## src/rtl/ovf_pack_conv_if.sv

```systemverilog
`default_nettype none
// ============================================================================
//  Module      : ovf_pack_conv_if
//  Description : Signal bundle for the ovf_pack_conv sample packer.
//                The master side drives samples and control (in_vld, in_data,
//                mode, flush, cnt_clr). The slave side (the packer) returns the
//                packed word (out_vld, out_data, out_ovf) and the overflow
//                event counter (ovf_cnt).
//  Revision    : 1.0  initial release
// ============================================================================
interface ovf_pack_conv_if #(
    parameter int IW    = 8,
    parameter int OW    = 4,
    parameter int LANES = 2,
    parameter int CNTW  = 8
);
    // sample side
    logic                  in_vld;
    logic [IW-1:0]         in_data;
    logic [1:0]            mode;
    logic                  flush;
    logic                  cnt_clr;

    // packed word side
    logic                  out_vld;
    logic [LANES*OW-1:0]   out_data;
    logic                  out_ovf;
    logic [CNTW-1:0]       ovf_cnt;

    modport master (
        output in_vld,
        output in_data,
        output mode,
        output flush,
        output cnt_clr,
        input  out_vld,
        input  out_data,
        input  out_ovf,
        input  ovf_cnt
    );

    modport slave (
        input  in_vld,
        input  in_data,
        input  mode,
        input  flush,
        input  cnt_clr,
        output out_vld,
        output out_data,
        output out_ovf,
        output ovf_cnt
    );
endinterface
`default_nettype wire

```

## src/rtl/ovf_pack_conv.sv

```systemverilog
`default_nettype none
// ============================================================================
//  Module      : ovf_pack_conv
//  Description : Narrows IW-bit samples to OW-bit lanes using one of four
//                overflow modes (TRUNC, USAT, SSAT, SWRAP) and packs LANES
//                converted samples into one LANES*OW output word, lane 0 in
//                the LSBs. Reports a per-word overflow flag and keeps a
//                saturating count of overflowing samples.
//  Ports       : clk      - clock, rising edge
//                rst_n    - asynchronous reset, active low
//                bus      - ovf_pack_conv_if.slave
//                  in_vld   sample valid, accepted every cycle (no backpressure)
//                  in_data  IW-bit sample
//                  mode     conversion mode, sampled with in_vld
//                  flush    emit the partially filled word
//                  cnt_clr  synchronous clear of ovf_cnt
//                  out_vld  one-cycle pulse, out_data/out_ovf valid
//                  out_data packed word (held until the next word)
//                  out_ovf  OR of lane overflow flags of this word
//                  ovf_cnt  overflowing samples since reset/clear, saturating
//  Revision    : 1.0  initial release
// ============================================================================
module ovf_pack_conv #(
    parameter int IW    = 8,
    parameter int OW    = 4,
    parameter int LANES = 2,
    parameter int CNTW  = 8
) (
    input  wire logic         clk,
    input  wire logic         rst_n,
    ovf_pack_conv_if.slave    bus
);

    // ------------------------------------------------------------------------
    // Constants
    // ------------------------------------------------------------------------
    localparam int                c_KW      = (LANES > 1) ? $clog2(LANES) : 1;
    localparam logic [c_KW-1:0]   c_LAST    = c_KW'(LANES - 1);
    localparam logic [CNTW-1:0]   c_CNT_MAX = {CNTW{1'b1}};

    localparam logic [1:0]        c_TRUNC   = 2'd0;
    localparam logic [1:0]        c_USAT    = 2'd1;
    localparam logic [1:0]        c_SSAT    = 2'd2;
    localparam logic [1:0]        c_SWRAP   = 2'd3;

    // ------------------------------------------------------------------------
    // Sample conversion (combinational)
    // ------------------------------------------------------------------------
    logic [OW-1:0] w_conv;
    logic          w_ov;

    if (IW > OW) begin : g_narrow
        localparam logic [OW-1:0] c_UMAX = {OW{1'b1}};
        // Most negative OW-bit value; written as a shift so OW=1 stays legal.
        localparam logic [OW-1:0] c_SMIN = OW'(1) << (OW - 1);
        localparam logic [OW-1:0] c_SMAX = ~c_SMIN;

        logic [IW-OW-1:0] w_hi;      // bits dropped by the narrowing
        logic [IW-OW:0]   w_sgn_hi;  // dropped bits plus the new sign bit
        logic             w_hi_any;
        logic             w_sfits;   // value representable in OW-bit signed

        assign w_hi     = bus.in_data[IW-1:OW];
        assign w_sgn_hi = bus.in_data[IW-1:OW-1];
        assign w_hi_any = |w_hi;
        // A signed value fits when every dropped bit equals the new sign bit.
        assign w_sfits  = (&w_sgn_hi) | ~(|w_sgn_hi);

        always_comb begin
            w_conv = bus.in_data[OW-1:0];
            w_ov   = 1'b0;
            case (bus.mode)
                c_TRUNC: begin
                    w_ov = w_hi_any;
                end
                c_USAT: begin
                    w_ov = w_hi_any;
                    if (w_hi_any) begin
                        w_conv = c_UMAX;
                    end
                end
                c_SSAT: begin
                    w_ov = ~w_sfits;
                    if (!w_sfits) begin
                        w_conv = bus.in_data[IW-1] ? c_SMIN : c_SMAX;
                    end
                end
                c_SWRAP: begin
                    w_ov = ~w_sfits;
                end
                default: begin
                    w_ov = 1'b0;
                end
            endcase
        end
    end else begin : g_wide
        // Widening never overflows; only the signedness of the mode matters.
        logic w_unused_mode;
        assign w_unused_mode = bus.mode[0];

        always_comb begin
            w_ov = 1'b0;
            if (bus.mode[1]) begin
                w_conv = OW'($signed(bus.in_data));
            end else begin
                w_conv = OW'(bus.in_data);
            end
        end
    end

    // ------------------------------------------------------------------------
    // Packing state
    //  r_buf / r_pend accumulate the word being filled. When a word closes
    //  (last lane written, or flush with something to emit) r_cmp is set and
    //  r_k returns to 0 on the same edge. During the following cycle r_buf
    //  still holds the closed word for the output register, while a new
    //  sample may already be written into lane 0 of a logically empty buffer;
    //  that is what lets words run back to back without a bubble.
    // ------------------------------------------------------------------------
    logic [LANES*OW-1:0] r_buf;
    logic [c_KW-1:0]     r_k;
    logic                r_pend;
    logic                r_cmp;

    logic                r_out_vld;
    logic [LANES*OW-1:0] r_out_data;
    logic                r_out_ovf;
    logic [CNTW-1:0]     r_cnt;

    logic [LANES*OW-1:0] w_buf_base;
    logic [LANES*OW-1:0] w_buf_nxt;
    logic                w_pend_nxt;
    logic                w_acc_ov;
    logic                w_close;
    logic [c_KW-1:0]     w_k_nxt;
    logic [CNTW-1:0]     w_cnt_nxt;

    assign w_acc_ov = bus.in_vld & w_ov;

    always_comb begin
        // A closed word is treated as already cleared for the next sample.
        w_buf_base = r_cmp ? '0 : r_buf;
        w_buf_nxt  = w_buf_base;
        for (int l = 0; l < LANES; l++) begin
            if (bus.in_vld && (r_k == c_KW'(l))) begin
                w_buf_nxt[l*OW +: OW] = w_conv;
            end
        end
        w_pend_nxt = (r_cmp ? 1'b0 : r_pend) | w_acc_ov;
    end

    // Word closes on the last lane, or on flush when the word is non-empty
    // after this cycle's sample. A flush on the completing sample is still a
    // single close.
    always_comb begin
        w_close = (bus.in_vld && (r_k == c_LAST)) ||
                  (bus.flush && ((r_k != '0) || bus.in_vld));
        if (w_close) begin
            w_k_nxt = '0;
        end else if (bus.in_vld) begin
            w_k_nxt = r_k + c_KW'(1);
        end else begin
            w_k_nxt = r_k;
        end
    end

    // Overflow counter: clear wins over hold, but an overflowing sample in the
    // clear cycle is itself counted.
    always_comb begin
        w_cnt_nxt = r_cnt;
        if (bus.cnt_clr) begin
            w_cnt_nxt = w_acc_ov ? CNTW'(1) : '0;
        end else if (w_acc_ov && (r_cnt != c_CNT_MAX)) begin
            w_cnt_nxt = r_cnt + CNTW'(1);
        end
    end

    always_ff @(posedge clk or negedge rst_n) begin
        if (!rst_n) begin
            r_buf      <= '0;
            r_k        <= '0;
            r_pend     <= 1'b0;
            r_cmp      <= 1'b0;
            r_out_vld  <= 1'b0;
            r_out_data <= '0;
            r_out_ovf  <= 1'b0;
            r_cnt      <= '0;
        end else begin
            r_buf     <= w_buf_nxt;
            r_k       <= w_k_nxt;
            r_pend    <= w_pend_nxt;
            r_cmp     <= w_close;
            r_cnt     <= w_cnt_nxt;
            r_out_vld <= r_cmp;
            if (r_cmp) begin
                r_out_data <= r_buf;
                r_out_ovf  <= r_pend;
            end
        end
    end

    // ------------------------------------------------------------------------
    // Outputs
    // ------------------------------------------------------------------------
    assign bus.out_vld  = r_out_vld;
    assign bus.out_data = r_out_data;
    assign bus.out_ovf  = r_out_ovf;
    assign bus.ovf_cnt  = r_cnt;

endmodule
`default_nettype wire

```

## src/flat_wrapper.sv

```systemverilog
// flat-port wrapper written by rule: the top's interface ports become plain ports
module ovf_pack_conv_flat 
#(
    parameter int IW    = 8,
    parameter int OW    = 4,
    parameter int LANES = 2,
    parameter int CNTW  = 8
)
  (clk, rst_n, bus_in_vld, bus_in_data, bus_mode, bus_flush, bus_cnt_clr, bus_out_vld, bus_out_data, bus_out_ovf, bus_ovf_cnt);
  ovf_pack_conv_if #(.IW(IW), .OW(OW), .LANES(LANES), .CNTW(CNTW)) bus_i ();
  input  wire logic clk;
  input  wire logic rst_n;
  input wire logic [$bits(bus_i.in_vld)-1:0] bus_in_vld;
  input wire logic [$bits(bus_i.in_data)-1:0] bus_in_data;
  input wire logic [$bits(bus_i.mode)-1:0] bus_mode;
  input wire logic [$bits(bus_i.flush)-1:0] bus_flush;
  input wire logic [$bits(bus_i.cnt_clr)-1:0] bus_cnt_clr;
  output wire logic [$bits(bus_i.out_vld)-1:0] bus_out_vld;
  output wire logic [$bits(bus_i.out_data)-1:0] bus_out_data;
  output wire logic [$bits(bus_i.out_ovf)-1:0] bus_out_ovf;
  output wire logic [$bits(bus_i.ovf_cnt)-1:0] bus_ovf_cnt;
  assign bus_i.in_vld = bus_in_vld;
  assign bus_i.in_data = bus_in_data;
  assign bus_i.mode = bus_mode;
  assign bus_i.flush = bus_flush;
  assign bus_i.cnt_clr = bus_cnt_clr;
  assign bus_out_vld = bus_i.out_vld;
  assign bus_out_data = bus_i.out_data;
  assign bus_out_ovf = bus_i.out_ovf;
  assign bus_ovf_cnt = bus_i.ovf_cnt;
  ovf_pack_conv #(.IW(IW), .OW(OW), .LANES(LANES), .CNTW(CNTW)) u_core (.clk(clk), .rst_n(rst_n), .bus(bus_i));
endmodule
```

## config.mk

```make
export PLATFORM = sky130hd
export DESIGN_NAME = ovf_pack_conv_flat
export DESIGN_NICKNAME = d
export VERILOG_FILES = /design/src/rtl/ovf_pack_conv_if.sv /design/src/rtl/ovf_pack_conv.sv /design/src/flat_wrapper.sv
export SDC_FILE = /design/constraint.sdc
export NUM_CORES = 1
export LEC_CHECK = 0
export ABC_CLOCK_PERIOD_IN_PS = 3700
export BUFFER_PORTS_ARGS = -buffer_cell sky130_fd_sc_hd__clkbuf_2
export CELL_PAD_IN_SITES_DETAIL_PLACEMENT = 0
export CELL_PAD_IN_SITES_GLOBAL_PLACEMENT = 1
export CORE_ASPECT_RATIO = 0.8
export CORE_MARGIN = 3
export CORE_UTILIZATION = 30
export CTS_BUF_LIST = sky130_fd_sc_hd__clkbuf_16
export DETAILED_ROUTE_END_ITERATION = 7
export GPL_TIMING_DRIVEN = 0
export HOLD_SLACK_MARGIN = 0.12
export PLACE_DENSITY_LB_ADDON = 0.1
export SYNTH_ARGS = -nofsm -noshare
export SYNTH_HDL_FRONTEND = slang
export SYNTH_SLANG_ARGS = --single-unit
```

## constraint.sdc

```tcl
create_clock -name clk -period 3.7 [get_ports clk]
set_input_delay 0.37 -clock clk [delete_from_list [all_inputs] [get_ports clk]]
set_output_delay 0.37 -clock clk [all_outputs]
set_load 0.01 [all_outputs]
```

---- Word level (Yosys, flattened, before mapping) ----
Cells that the tools add are included.
storage, ports and cells
  memories kept ........................... 0
  output and inout port bits .............. 18
  bits in writable memories ............... 0
  input port bits ......................... 15
  logic and storage cells ................. 51
  register bits ........................... 29
  ROM bits ................................ 0
  bits in latches ......................... 0
operators by class
  multiply operators ...................... 0
  shifts and indexed selects .............. 0
  div/mod/pow operators ................... 0
  bitwise operators ....................... 6
  $lt $le $gt $ge ......................... 0
  equality and inequality tests ........... 4
  add/sub/neg operators ................... 2
  muxes and demuxes ....................... 14
  reductions and logical operators ........ 16
operators by type and width
  cell                 count
  $mux 8               3
  $mux 4               5
  $add 8x1->8 const B  1
  $ne 8x8->1 const B   1
  $pmux 4 s2           1
  $reduce_bool 2->1    4
  $reduce_and 5->1     1
  $reduce_or 5->1      1
  $eq 2x2->1 const B   2
  $logic_and 1x1->1    4
  $mux 1               4
  $reduce_or 2->1      2
  $reduce_or 4->1      1
  $not 1->1            3
  $eq 2x1->1 const B   1
  $logic_not 2->1      1
  $logic_or 1x1->1     2
  $or 1x1->1           2
  $pmux 1 s2           1
  $add 1x1->1 const B  1
  $and 1x1->1          1

---- Depth between registers and ports, before layout ----
  depth after elaboration ................. 9
  mapped depth ............................ 7
  mapped depth without buffers ............ 6

---- Least setup slack after synthesis ----
Ideal clock, no wire load.
  path type ............................... flip-flop to flip-flop
  start point ............................. register u_core.r_cnt[0], in the netlist u_core.bus.ovf_cnt[0]
  end point ............................... register u_core.r_cnt[3], in the netlist u_core.bus.ovf_cnt[3]
  setup time .............................. 78 ps
  required time ........................... 3622 ps
  arrival ................................. 1715 ps
  path buffers ............................ 1
  clock period less this slack ............ 1793 ps
  setup slack ............................. 1907 ps
  stages on the path, launching flop included .. 7
  path through ............................ dfrtp_1 -> ha_1 -> and3_1 -> and3_1 -> buf_2 -> or4_1 -> a21oi_1
on the way
  cells in the longest elaborated chain, start to end .. 3
  elaborated cells between the ends (all ways) .. 6
  those cells by class .................... add/sub (1); eq/ne (1); mux (2); reduce/logical (2)
ends and longest elaborated chain
  what                                         line                                        RTL
  from (decl)                                  ovf_pack_conv.sv:128                        logic [CNTW-1:0] r_cnt;
  from (signal assigned)                       ovf_pack_conv.sv:193                        r_cnt <= w_cnt_nxt;
  $add 8x1->8 or $ne 8x8->1 (tied branches)    ovf_pack_conv.sv:174, ovf_pack_conv.sv:173
  $mux 8 or $logic_and 1x1->1 (tied branches)  ovf_pack_conv.sv:173                        end else if (w_acc_ov && (r_cnt != c_CNT_MAX)) begin
  $mux 8 or $reduce_bool 2->1 (tied branches)  -
Parallel ways exist; a longest one is shown, timed or not. The select of a mux whose other input is x is not followed.
A chain may end at the register's enable or synchronous reset.

---- Worst setup path after layout ----
  start point ............................. register u_core.r_cnt[0], in the netlist u_core.bus.ovf_cnt[0]
  end point ............................... register u_core.r_cnt[7], in the netlist u_core.bus.ovf_cnt[7]
The elaborated chain is that of the path after synthesis.

==> reports/metrics.cfg <==
[synthesis]
synth_top_area_share_pct = 51.4
ys.flop_type = dfrtp_1
yosys_warnings = 0
synth_cells = 127
synth-edff-count = 0
netlist-cell-type-count = 37
ys_ff_latch = 29
yosys.area.top_type = dfrtp_1
avgSynthCellArea_um2 = 11.1
syn-num-nets = 146
synthArstFlopShare_pct = 100
ys_seq_area_share_pct = 51.4
syn_area_mm2 = 0.00141
synth.area.top_cells = dfrtp_1, mux2_2, nand3b_1

[timing]
hold_slack_ns = 0.156
rsz0062_at_grt = no
relSlewSlack_pct = 51.1
setup_ws_ns = 1.82
fmax_mhz = 533
slew_viol_final = 0
finalSetupTns_ns = 0
worst_pin_slew_ns = 0.733
setup-violations-final = 0
fin_crit_sh_pct = 50.7
period_minus_slack_ns = 1.88
skew_ns = 0.00535
hold_viol_final = 0

[floorplanning]
fp.dieH_um = 67.4
ios = 33
coreArea_mm2 = 0.00436
rows = 21
die_area_mm2 = 0.00557
start_util_pct = 32.4
die_width_um = 82.7

[cts]
cts-htree-levels = 2
clkTransAtPathRegs_ns = 0.05
numCtsBuffers = 5
clock_latency_ns = 0.27
cts_root_buf = clkbuf_16
cts-resized-gates = 0
clk_path_buf_depth = 2
hold_buffers = 0
cts_setup_buffers = 0
cts_tree = built
cts_sinks = 29

[grt]
overflow = 0
antenna_found_initial = 0
grt_pass1_wl_mm = 5.05
grt_pass1_vias = 1052
track_usage_pct = 12.5
grt_max_degree = 30

[place]
hpwl_mm = 2.32
place_ws_ns = 1.72
port_buffers = 31
placed_cell_area_mm2 = 0.00164
gp_congestion = 0.788
dp_cells = 215

[worst_setup_path]
endpoint_kind = register
startpoint = u_core.bus.ovf_cnt[0]$_DFFE_PN0P_
cp_slowest_stage_delay_ns = 0.47
crit_path_end = u_core.bus.ovf_cnt[7]$_DFFE_PN0P_
worst_setup_path_start_kind = register
cp_slowest_cell = or4_1
cp.arrival_ns = 2.07
reg2reg_to = u_core.bus.ovf_cnt[7]$_DFFE_PN0P_
path_cells = ha_1 -> and3_1 -> and3_1 -> buf_2 -> or4_1 -> a21oi_1
cpMostUsedCell = and3_1
r2r_slack_ns = 1.82
crit_type = reg -> reg
reg2reg_depth = 6
timing.rr.start = u_core.bus.ovf_cnt[0]$_DFFE_PN0P_
crit_fanout = 9
crit_required_ns = 3.89

[drt]
drtAntennaViolNets = 0
vias_per_cell = 5.00
drcViolationCount = 0
dr.first_iter.drc_count = 79
wire_per_inst_um = 14.1
drt-pass1-iter-count = 4
wl_mm = 3.14
vias = 1114

[power]
p_leak_nw = 0.822
peakVddDrop_mv = 0.197
power_mw = 0.865
powerDensity_mw_per_mm2 = 486

[finish]
drive_gt1_share_pct = 33.1
final_util_pct = 40.8
finish.instance_area_mm2 = 0.00178
nets = 184
syn_to_final_growth_pct = 25.9
num_antenna_cells = 0
final_cells = 223

[run_status]
status = completed

[run]
drv_cap = 0

[hold_path]
hp-class = in -> async

## power by group
group / switching, mW / internal (mW)
combinational: 0.0686 / 0.0571
clock: 0.126 / 0.243
sequential: 0.0183 / 0.352
## how the worst min path moves through the flow
stage,startpoint,end,slack [ns],cells after the start
floorplan,rst_n,u_core.bus.out_data[0]$_DFFE_PN0P_,0.07,0
global placement,u_core.r_cmp$_DFF_PN0_,u_core.bus.out_vld$_DFF_PN0_,0.37,0
detailed placement,u_core.r_cmp$_DFF_PN0_,u_core.bus.out_vld$_DFF_PN0_,0.36,0
CTS,rst_n,u_core.bus.ovf_cnt[6]$_DFFE_PN0P_,0.18,1
global route,rst_n,u_core.bus.ovf_cnt[5]$_DFFE_PN0P_,0.21,1
finish,rst_n,u_core.bus.ovf_cnt[5]$_DFFE_PN0P_,0.16,1
## critical path: cells and delay by family, from the launching register on
family | cells | cell delay [ns]
buffers and inverters | 1 | 0.17
and+or+nand+nor | 3 | 0.84
DFF | 1 | 0.42
adders and majority gates | 1 | 0.22
AOI/OAI and AO/OA | 1 | 0.15
## sequential cells by signal, summed over array words and instances (netlist names)
signal,flops
u_core.bus.out_ovf,1
u_core.r_pend,1
u_core.r_k,1
u_core.bus.ovf_cnt,8
u_core.bus.out_vld,1
u_core.r_buf,8
u_core.bus.out_data,8
u_core.r_cmp,1
## final cells by class
cell class,count,area (um2)
Fill cell,455,2580
Sequential cell,29,726
Multi-Input combinational cell,85,629
Timing Repair Buffer,31,155
Clock buffer,5,125
Tap cell,57,71.3
Buffer,6,31.3
Inverter,7,26.3
Clock inverter,3,13.8
## synthesized netlist by cell type (3+ instances only)
cell      instances
or4_1             3
clkbuf_1          3
inv_1             7
nand3_1           7
o31ai_1           4
nand3b_1          8
ha_1              4
a31oi_1           3
o21ai_0           9
and3_1            4
a21oi_1           8
dfrtp_1          29
mux2_2            9
## cells by family after synthesis
| logic type | synth area share, % |
|---|---|
| AND/OR/NAND/NOR | 16.7 |
| multiplexers | 7.17 |
| AO/OA/AOI/OAI | 16.4 |
| buffers and inverters | 4.07 |
| flip-flops | 51.4 |
| adder cells (fa/ha/maj) | 4.25 |
## routing by layer
| layer | GRT usage, % | up-vias | wire, um |
|---|---|---|---|
| li1 | - | 556 | - |
| met1 | 18.2 | 528 | 1690 |
| met2 | 16.3 | 28 | 1270 |
| met3 | 5.47 | 2 | 149 |
| met4 | 3.67 | 0 | 32 |
| met5 | 0 | - | 0 |
## cells in the final DEF, fill, tap and decap left out, types with 3 or more instances in the layout
master	count
a31oi_1	3
clkbuf_16	5
ha_1	4
and3_1	4
clkbuf_2	31
a21oi_1	8
dfrtp_1	29
nand3b_1	8
clkbuf_1	3
o31ai_1	4
o21ai_0	9
nand3_1	7
inv_1	8
mux2_2	9
or4_1	3
Note: power is estimated with default switching activity, not from simulation.
